`config.mk`:
```
export PLATFORM = sky130hd
export DESIGN_NAME = fm_meas_ctrl
export DESIGN_NICKNAME = d
export VERILOG_FILES = /design/src/rtl/fm_meas_pkg.sv /design/src/rtl/fm_div_serial.sv /design/src/rtl/fm_meas_ctrl.sv
export SDC_FILE = /design/constraint.sdc
export NUM_CORES = 1
export LEC_CHECK = 0
export ABC_AREA = 1
export BUFFER_PORTS_ARGS = -buffer_cell sky130_fd_sc_hd__clkbuf_2
export CORE_AREA = 2 2 103 204
export CTS_CLUSTER_DIAMETER = 50
export DETAILED_ROUTE_END_ITERATION = 7
export DIE_AREA = 0 0 105 206
export GPL_TIMING_DRIVEN = 1
export SYNTH_ARGS = -nofsm -noshare
export SYNTH_HDL_FRONTEND = slang
export SYNTH_SLANG_ARGS = --single-unit
```
`constraint.sdc`:
```
create_clock -name clk_32m -period 5.6 [get_ports clk_32m]
set_input_delay 0.84 -clock clk_32m [delete_from_list [all_inputs] [get_ports clk_32m]]
set_output_delay 0.84 -clock clk_32m [all_outputs]
set_load 0.005 [all_outputs]
```
`src/rtl/fm_meas_pkg.sv`:
```
// rtl/fm_meas_pkg.sv - shared state encoding, code constants and saturation helper for fm_meas_ctrl
package fm_meas_pkg;

  typedef enum logic [2:0] {
    ST_IDLE,
    ST_SETTLE,
    ST_MEASURE,
    ST_CALC,
    ST_DONE
  } state_t;

  localparam logic [9:0] MID_CODE = 10'd512;
  localparam logic [9:0] CODE_MAX = 10'd1023;

  function automatic logic [15:0] sat16(input logic [31:0] v);
    return (v > 32'd65535) ? 16'hFFFF : v[15:0];
  endfunction

endpackage

```
`src/rtl/fm_div_serial.sv`:
```
// rtl/fm_div_serial.sv - restoring 16/13-bit divider, one quotient bit per cycle
module fm_div_serial (
  input  logic        clk,
  input  logic        rst_n,
  input  logic        start,
  input  logic [15:0] dividend,
  input  logic [12:0] divisor,
  output logic        done,
  output logic [15:0] quotient
);

  logic [12:0] rem;
  logic [15:0] quo;
  logic [4:0]  bits_left;
  logic        run;
  logic [13:0] shifted;
  logic [12:0] diff;
  logic        fits;

  // Remainder stays below divisor, so the shifted partial remainder fits in 14 bits.
  always_comb begin
    shifted = {rem, quo[15]};
    fits    = (shifted >= {1'b0, divisor});
    diff    = 13'(shifted - {1'b0, divisor});
  end

  always_ff @(posedge clk or negedge rst_n) begin
    if (!rst_n) begin
      rem       <= '0;
      quo       <= '0;
      bits_left <= '0;
      run       <= 1'b0;
      done      <= 1'b0;
    end else begin
      done <= 1'b0;
      if (start) begin
        rem       <= '0;
        quo       <= dividend;
        bits_left <= 5'd16;
        run       <= 1'b1;
      end else if (run) begin
        rem       <= fits ? diff : shifted[12:0];
        quo       <= {quo[14:0], fits};
        bits_left <= bits_left - 5'd1;
        if (bits_left == 5'd1) begin
          run  <= 1'b0;
          done <= 1'b1;
        end
      end
    end
  end

  assign quotient = quo;

endmodule

```
`src/rtl/fm_meas_ctrl.sv`:
```
// rtl/fm_meas_ctrl.sv - FM deviation / modulating-frequency / index measurement sequencer
module fm_meas_ctrl
  import fm_meas_pkg::*;
#(
  parameter int SETTLE_CYC = 256,
  parameter int GATE_CYC   = 320000,
  parameter int FREQ_SCALE = 100,
  parameter int KF         = 50,
  parameter int HYST       = 8
) (
  input  logic        clk_32m,
  input  logic        rst_n,
  input  logic        start,
  input  logic        abort,
  input  logic [9:0]  demod_in,
  input  logic        demod_valid,
  output logic        demod_en,
  output logic        busy,
  output logic        done,
  output logic        err,
  output logic [7:0]  mf,
  output logic [15:0] delta_f,
  output logic [12:0] mod_freq
);

  localparam int CNT_SPAN = (SETTLE_CYC > GATE_CYC) ? SETTLE_CYC : GATE_CYC;
  localparam int CW = $clog2(CNT_SPAN + 32) + 1;
  localparam logic [CW-1:0] SETTLE_LAST = CW'(SETTLE_CYC - 1);
  localparam logic [CW-1:0] GATE_LAST   = CW'(GATE_CYC - 1);
  localparam logic [9:0] LO_TH = MID_CODE - 10'(HYST);
  localparam logic [9:0] HI_TH = MID_CODE + 10'(HYST);

  state_t        state, next_state;
  logic [CW-1:0] cnt;
  logic [9:0]    max_val, min_val;
  logic [7:0]    cross_cnt;
  logic          above;
  logic [8:0]    half_vpp;
  logic [31:0]   delta_full, modf_full;
  logic [15:0]   delta_c;
  logic [12:0]   modf_c;
  logic          div_start, div_done;
  logic [15:0]   div_q;
  logic [7:0]    mf_c;

  // max < min only when no valid sample arrived during the gate.
  always_comb begin
    half_vpp   = (max_val >= min_val) ? 9'((max_val - min_val) >> 1) : 9'd0;
    delta_full = 32'(half_vpp) * 32'(KF);
    modf_full  = 32'(cross_cnt) * 32'(FREQ_SCALE);
    delta_c    = sat16(delta_full);
    modf_c     = (modf_full > 32'd8191) ? 13'h1FFF : modf_full[12:0];
    mf_c       = (|div_q[15:8]) ? 8'hFF : div_q[7:0];
  end

  assign div_start = (state == ST_CALC) && (cnt == '0) && (modf_c != '0) && !abort;

  fm_div_serial u_div (
    .clk      (clk_32m),
    .rst_n    (rst_n),
    .start    (div_start),
    .dividend (delta_c),
    .divisor  (modf_c),
    .done     (div_done),
    .quotient (div_q)
  );

  always_ff @(posedge clk_32m or negedge rst_n) begin
    if (!rst_n) state <= ST_IDLE;
    else        state <= next_state;
  end

  always_comb begin
    next_state = state;
    unique case (state)
      ST_IDLE:    if (start) next_state = ST_SETTLE;
      ST_SETTLE:  if (cnt == SETTLE_LAST) next_state = ST_MEASURE;
      ST_MEASURE: if (cnt == GATE_LAST) next_state = ST_CALC;
      ST_CALC: begin
        if (cnt == '0 && modf_c == '0) next_state = ST_DONE;
        else if (cnt != '0 && div_done) next_state = ST_DONE;
      end
      ST_DONE:    next_state = ST_IDLE;
      default:    next_state = ST_IDLE;
    endcase
    if (abort && (state == ST_SETTLE || state == ST_MEASURE || state == ST_CALC))
      next_state = ST_IDLE;
  end

  assign demod_en = (state == ST_SETTLE) || (state == ST_MEASURE);
  assign busy     = (state != ST_IDLE);
  assign done     = (state == ST_DONE);

  always_ff @(posedge clk_32m or negedge rst_n) begin
    if (!rst_n) begin
      cnt       <= '0;
      max_val   <= '0;
      min_val   <= CODE_MAX;
      cross_cnt <= '0;
      above     <= 1'b0;
      err       <= 1'b0;
      mf        <= '0;
      delta_f   <= '0;
      mod_freq  <= '0;
    end else begin
      cnt <= (next_state != state || state == ST_IDLE) ? '0 : cnt + CW'(1);

      if (state == ST_SETTLE && next_state == ST_MEASURE) begin
        max_val   <= '0;
        min_val   <= CODE_MAX;
        cross_cnt <= '0;
        above     <= 1'b0;
      end else if (state == ST_MEASURE && demod_valid) begin
        if (demod_in > max_val) max_val <= demod_in;
        if (demod_in < min_val) min_val <= demod_in;
        if (demod_in <= LO_TH) begin
          above <= 1'b0;
        end else if (!above && demod_in >= HI_TH) begin
          above <= 1'b1;
          if (cross_cnt != 8'hFF) cross_cnt <= cross_cnt + 8'd1;
        end
      end

      // Results become visible together in the DONE cycle.
      if (state == ST_CALC && next_state == ST_DONE) begin
        delta_f  <= delta_c;
        mod_freq <= modf_c;
        mf       <= (modf_c == '0) ? 8'd0 : mf_c;
        err      <= (modf_c == '0);
      end
    end
  end

endmodule

```
Word-level counts from Yosys, hierarchy flattened
Cells that the tools add are included.
- register bits: 124
- bits in latches: 0
- bits in writable memories: 0
- bits in read-only memories: 0
- memories: 0
- $add $sub $neg: 5
- multiply operators: 2
- divide/modulo/power cells: 0
- order comparisons: 7
- equality and inequality tests: 12
- shift-type cells: 0
- mux-type cells: 40
- bitwise gates (word level): 0
- reduce and logical (&&, ||, !) cells: 33
- operator list (operator ; count):
    10-bit two-way mux ; 6
    8-bit two-way mux ; 7
    13-bit two-way mux ; 4
    16-bit two-way mux ; 2
    20-bit by 1-bit adder with 20-bit output (second input constant) ; 1
    20-bit by 19-bit equality test with 1-bit output (second input constant) ; 1
    20-bit by 8-bit equality test with 1-bit output (second input constant) ; 1
    20-bit zero test ; 1
    20-bit two-way mux ; 1
    20-bit nonzero test ; 1
    3-bit two-way mux ; 6
    15-bit by 13-bit greater-than comparator with 1-bit output (second input constant) ; 1
    14-bit by 13-bit greater-or-equal comparator with 1-bit output ; 1
    9-bit by 5-bit multiplier with 14-bit output (second input constant) ; 1
    13-bit zero test ; 1
    8-bit by 5-bit multiplier with 13-bit output (second input constant) ; 1
    13-bit nonzero test ; 1
    13-bit subtractor ; 1
    3-bit case mux with 4 select lines ; 1
    2-bit nonzero test ; 6
    10-bit greater-or-equal comparator ; 1
    10-bit greater-or-equal comparator (second input constant) ; 1
    10-bit greater-than comparator ; 1
    10-bit by 9-bit <= comparator with 1-bit output (second input constant) ; 1
    22 further kinds ; 50

Longest topological paths before layout
- depth in word-level cells: 12
- depth in mapped cells: 31
- depth with buffers taken out: 29

By module
Synthesis repeated with hierarchy kept, for this count alone.
- cell total of the unflattened synthesis: 1247
- area, all modules: 9390.3 um2
- by module, submodules not included (module ; instances ; cells an instance ; area each (um2) ; seq. area each (um2)):
    fm_meas_ctrl ; 1 ; 872 ; 6779.0 ; 2189.6
    fm_div_serial ; 1 ; 375 ; 2611.3 ; 900.9

Worst setup path before layout
OpenSTA, ideal clock, no wires.
- kind: reg2reg
- from: reg min_val[0]
- to: reg u_div.quo[12], in the netlist u_div.quotient[12]
- setup time: 0.146 ns
- data arrival time: 4.527 ns
- slack: 0.927 ns
- cell stages (with the launch flop): 29
- path buffers: 0
- period minus slack after synthesis: 4.673 ns
- path through: dfstp_2 > ha_1 > inv_1 > fa_1 > nand3_1 > nand2_1 > nand2_1 > nand2_1 > nand2_1 > nor3b_1 > o21bai_2 > nand3_1 > inv_1 > ha_1 > ha_1 > inv_1 > fa_1 > inv_1 > ha_1 > a21oi_1 > nand2_1 > nand2_1 > nand2_1 > a21oi_1 > nor2_1 > o21ai_0 > nand2_1 > xnor2_1 > o221ai_1
- word-level cells in the longest chain between the ends: 4
- elaborated cells on any way between the ends: 5
- those cells by class: add/sub (1); mul (1); order compare (1); mux (2)
- RTL lines (item ; RTL line ; RTL):
    from (decl) ; fm_meas_ctrl.sv:35 ; logic [9:0] max_val, min_val;
    from (signal assigned) ; fm_meas_ctrl.sv:115 ; if (demod_in < min_val) min_val <= demod_in;
    10-bit subtractor or 10-bit greater-or-equal comparator (tied branches) ; fm_meas_ctrl.sv:48 ; half_vpp = (max_val >= min_val) ? 9'((max_val - min_val) >> 1) : 9'd0;
    9-bit two-way mux * ; fm_meas_ctrl.sv:48 ;
    9-bit by 5-bit multiplier with 14-bit output * ; fm_meas_ctrl.sv:49 ; delta_full = 32'(half_vpp) * 32'(KF);
    16-bit two-way mux * ; fm_div_serial.sv:36 ; if (start) begin
    to (signal assigned) ; fm_div_serial.sv:38 ; quo <= dividend;
    to (signal assigned) ; fm_div_serial.sv:43 ; quo <= {quo[14:0], fits};
    to (decl) ; fm_div_serial.sv:13 ; logic [15:0] quo;
Mark *: on every way between the ends. The rest lies on a longest branch, timed or not.
A chain may end at the register's enable or synchronous reset.

Final worst setup path
Ends and elaborated chain as after synthesis.

==> qor.tcl <==
set qor(outcome) {completed}
set qor(power_density_nw_per_um2) 225.4
set qor(slowest_delay_ns) 0.54
set qor(avgSynthCellArea_um2) 7.997
set qor(finalSetupViolations) 0
set qor(power.ir.vdd_worst_v) 0.0001821
set qor(tightest_slew_ns) 0.9597
set qor(dominant_combinational_cell_family_by_area_after_synthesis) {simple AND/OR/NAND/NOR gates}
set qor(setup.reg_to_reg.worst_slack_ns) 0.48
set qor(ys_dominant_reg_cell) {dfrtp_1}
set qor(crit_fanout) 8
set qor(crit_path_frequent_cell) {nand2_1}
set qor(maxCapViolCount) 0
set qor(htree_num_levels) 4
set qor(timing.fmax_ghz) 0.1952
set qor(number_of_max_slew_violations_in_the_final_report) 0
set qor(most_frequent_standard_cell_in_the_layout_excluding_fill_and_tap_cells) {nand2_1}
set qor(core_region_area_um2) 20180
set qor(clock_tree.root_cell) {clkbuf_16}
set qor(grt.overflow.total) 0
set qor(cts_max_path_buffers) 2
set qor(synth-compound-area-share) 0.1300
set qor(grt_setup_unrepaired) {false}
set qor(areaGrowthSynthToFinish_pct) 12.43
set qor(drt_drc_violations_left) 0
set qor(grt_max_degree) 74
set qor(dpl.hpwl_um) 15610
set qor(routed-via-count) 7266
set qor(drt_iter0_drc) 378
set qor(gp_routability_congestion) 0.8562
set qor(floorplan.io_pins) 56
set qor(critical_path_rt_ns) 5.90
set qor(cts.sink_count) 123
set qor(switching_power_uw) 553.8
set qor(synth.mux.area_fraction) 0
set qor(finalWirelength_um) 20280
set qor(std_cell_rows) 74
set qor(synth_area_in_xor_xnor) 0.03763
set qor(grt_pass1_wl_um) 35160
set qor(relSlewSlack) 0.3602
set qor(antenna-diode-count) 0
set qor(holdWs_ns) 0.4802
set qor(finalCriticalPeriod_ns) 5.122
set qor(clk_latency_ns) 0.44
set qor(most-common-layout-cells) {nand2_1, inv_1, dfrtp_1, ha_1, nor2_1}
set qor(combPwrFrac) 0.080
set qor(worst_setup_path_end_kind) {register}
set qor(synth_edf_count) 0
set qor(pwr-share-seq) 0.405
set qor(grt_use_total) 0.2032
set qor(swShare) 0.2470
set qor(synth-async-reset-ratio) 1.000
set qor(share_of_synthesized_area_occupied_by_flip_flops_and_latches) 0.3494
set qor(tritoncts) {built}
set qor(synth-simple-area-share) 0.2163
set qor(synthesis.yosys.warnings) 0
set qor(finish.net_count) 1287
set qor(p_clk_frac) 0.514
set qor(syn_area_um2) 8845
set qor(cp_data_arrival_time_ns) 5.43
set qor(dpl_cell_area_um2) 9320
set qor(cts_hold_repair.buffers) 0
set qor(synth_fa_ha_area_frac) 0.1689
set qor(post_synth_inst_count) 1106
set qor(finalHoldViolCount) 0
set qor(initial_utilization) 0.4382
set qor(share_of_final_layout_standard_cells_stronger_than_drive_strength_1) 0.1376
set qor(grt_antenna_before_repair) 0
set qor(p_leak_nw) 5.071
set qor(drt_pass1_iterations) 4
set qor(skew_ns) 0.009359
set qor(die_width_um) 105
set qor(synth.lib_cells_used.distinct) 53
set qor(fp.dieH_um) 206
set qor(worst_hold_path_type) {reg -> reg}
set qor(final_antenna_net_count) 0
set qor(clk_pin_slew_ns) 0.06
set qor(routed_via_density) 5.060
set qor(setup.worst_path.class) {reg -> reg}
set qor(finalSetupTns_ns) 0
set qor(ys_seq_elements) 123
set qor(critPathSlowestCell) {dfstp_2}
set qor(tritoncts.num_buffers) 17
set qor(final_worst_path_cycle_share) 0.9147
set qor(route.detailed.wl_per_inst_um) 14.12
set qor(postLayoutCellArea_um2) 9945
set qor(grt_pass1_vias) 7279
set qor(floorplan.die_area_um2) 21630
set qor(port_buffers) 53
set qor(power_report.internal_total_mw) 1.688
set qor(start_kind) {register}
==> final timing paths <==
check / endpoint / depth (start not counted) / startpoint
min in group asynchronous: cnt[10] / 1 / rst_n
hold / removal: mf[6] / 2 / mf[6]
setup / recovery: u_div.quotient[12] / 28 / min_val[0]
setup reg to reg: u_div.quotient[12] / 28 / min_val[0]
max in group asynchronous: u_div.quotient[8] / 2 / rst_n
hold reg to reg: mf[6] / 2 / mf[6]
==> power groups by stage <==
| stage | clock network [mW] | registers [mW] | logic, mW |
|---|---|---|---|
| floorplan | 0 | 0.922 | 0.137 |
| global placement | 0 | 0.924 | 0.182 |
| detailed placement | 0 | 0.923 | 0.185 |
| CTS | 1.18 | 0.909 | 0.185 |
| global route | 1.23 | 0.910 | 0.211 |
| finish | 1.15 | 0.909 | 0.180 |
==> what timing repair did <==
item,CTS,global route
buffers inserted,0,0
endpoints found under the setup margin,0,2
hold endpoints to repair,0,0
resized for setup,0,1
==> metrics by stage <==
step | total power, mW | util | setup WS, ns | cells
6_report | 2.242 | 0.4927 | 0.4775 | 1436
5_1_grt | 2.349 | 0.4927 | 0.01866 | 1436
4_1_cts | 2.277 | 0.4925 | 0.4476 | 1436
3_5_place_dp | 1.108 | 0.4618 | 0.4602 | 1405
3_3_place_gp | 1.105 | 0.4618 | 0.5770 | 1405
2_1_floorplan | 1.059 | - | 0.9272 | 1107
==> synthesized netlist by cell type, types with 5 or more instances <==
cell	number	area, µm²
nand2_1	226	848.3
inv_1	174	653.1
dfrtp_1	113	2828
ha_1	105	1314
nor2_1	79	296.5
o21ai_0	62	310.3
nand3_1	46	230.2
a21oi_1	35	175.2
xor2_1	29	254.0
o211ai_1	26	195.2
o21ai_1	22	110.1
nor3_1	18	90.09
nor2_2	14	87.58
nand4_1	12	75.07
inv_2	11	41.29
clkbuf_1	10	37.54
dfstp_2	10	262.8
fa_1	9	180.2
nand2_2	9	56.30
xnor2_1	9	78.83
buf_4	7	52.55
o221ai_1	7	61.31
o22ai_1	7	43.79
or2_2	7	43.79
buf_6	5	56.30
o31ai_1	5	37.54
==> critical path: cells and delay by family (launching register included) <==
family,cells,cell delay (ns)
flip-flops,1,0.54
buffers and inverters,4,0.24
AND/OR/NAND/NOR,12,1.22
AO/OA/AOI/OAI,5,0.84
XOR/XNOR,1,0.17
adder cells (fa/ha/maj),6,1.99
==> flip-flops by register name, indices dropped and copies added, names as in the netlist, 8 cells and up <==
name,flops
cnt,20
u_div.quotient,16
delta_f,14
u_div.rem,13
mod_freq,12
max_val,10
min_val,10
cross_cnt,8
mf,8
==> layer usage <==
layer | GRT usage | vias up | part of all wire
met5 | 0 | - | 0
met4 | 0.07429 | 0 | 0.022
met3 | 0.03847 | 26 | 0.032
met2 | 0.3472 | 123 | 0.49
met1 | 0.2547 | 3392 | 0.45
li1 | - | 3725 | -
==> cell families (layout without fill, tap and decap cells) <==
family,after synthesis,after routing
AOI/OAI and AO/OA,188,188
xor gates and xnor gates,38,38
adders and majority gates,114,114
buffers and inverters,211,274
DFF,123,123
other,1,2
and+or+nand+nor,431,431
==> area by class of cell <==
| class | instances | area [µm²] |
|---|---|---|
| repair buffers | 58 | 305.3 |
| fillers | 1976 | 10240 |
| multi-input cells | 773 | 4901 |
| inverters | 185 | 694.4 |
| clock inverters | 10 | 140.1 |
| flip-flops and latches | 123 | 3090 |
| well taps | 266 | 332.8 |
| clock buffers | 21 | 480.5 |
Note: power is estimated with default switching activity, not from simulation.
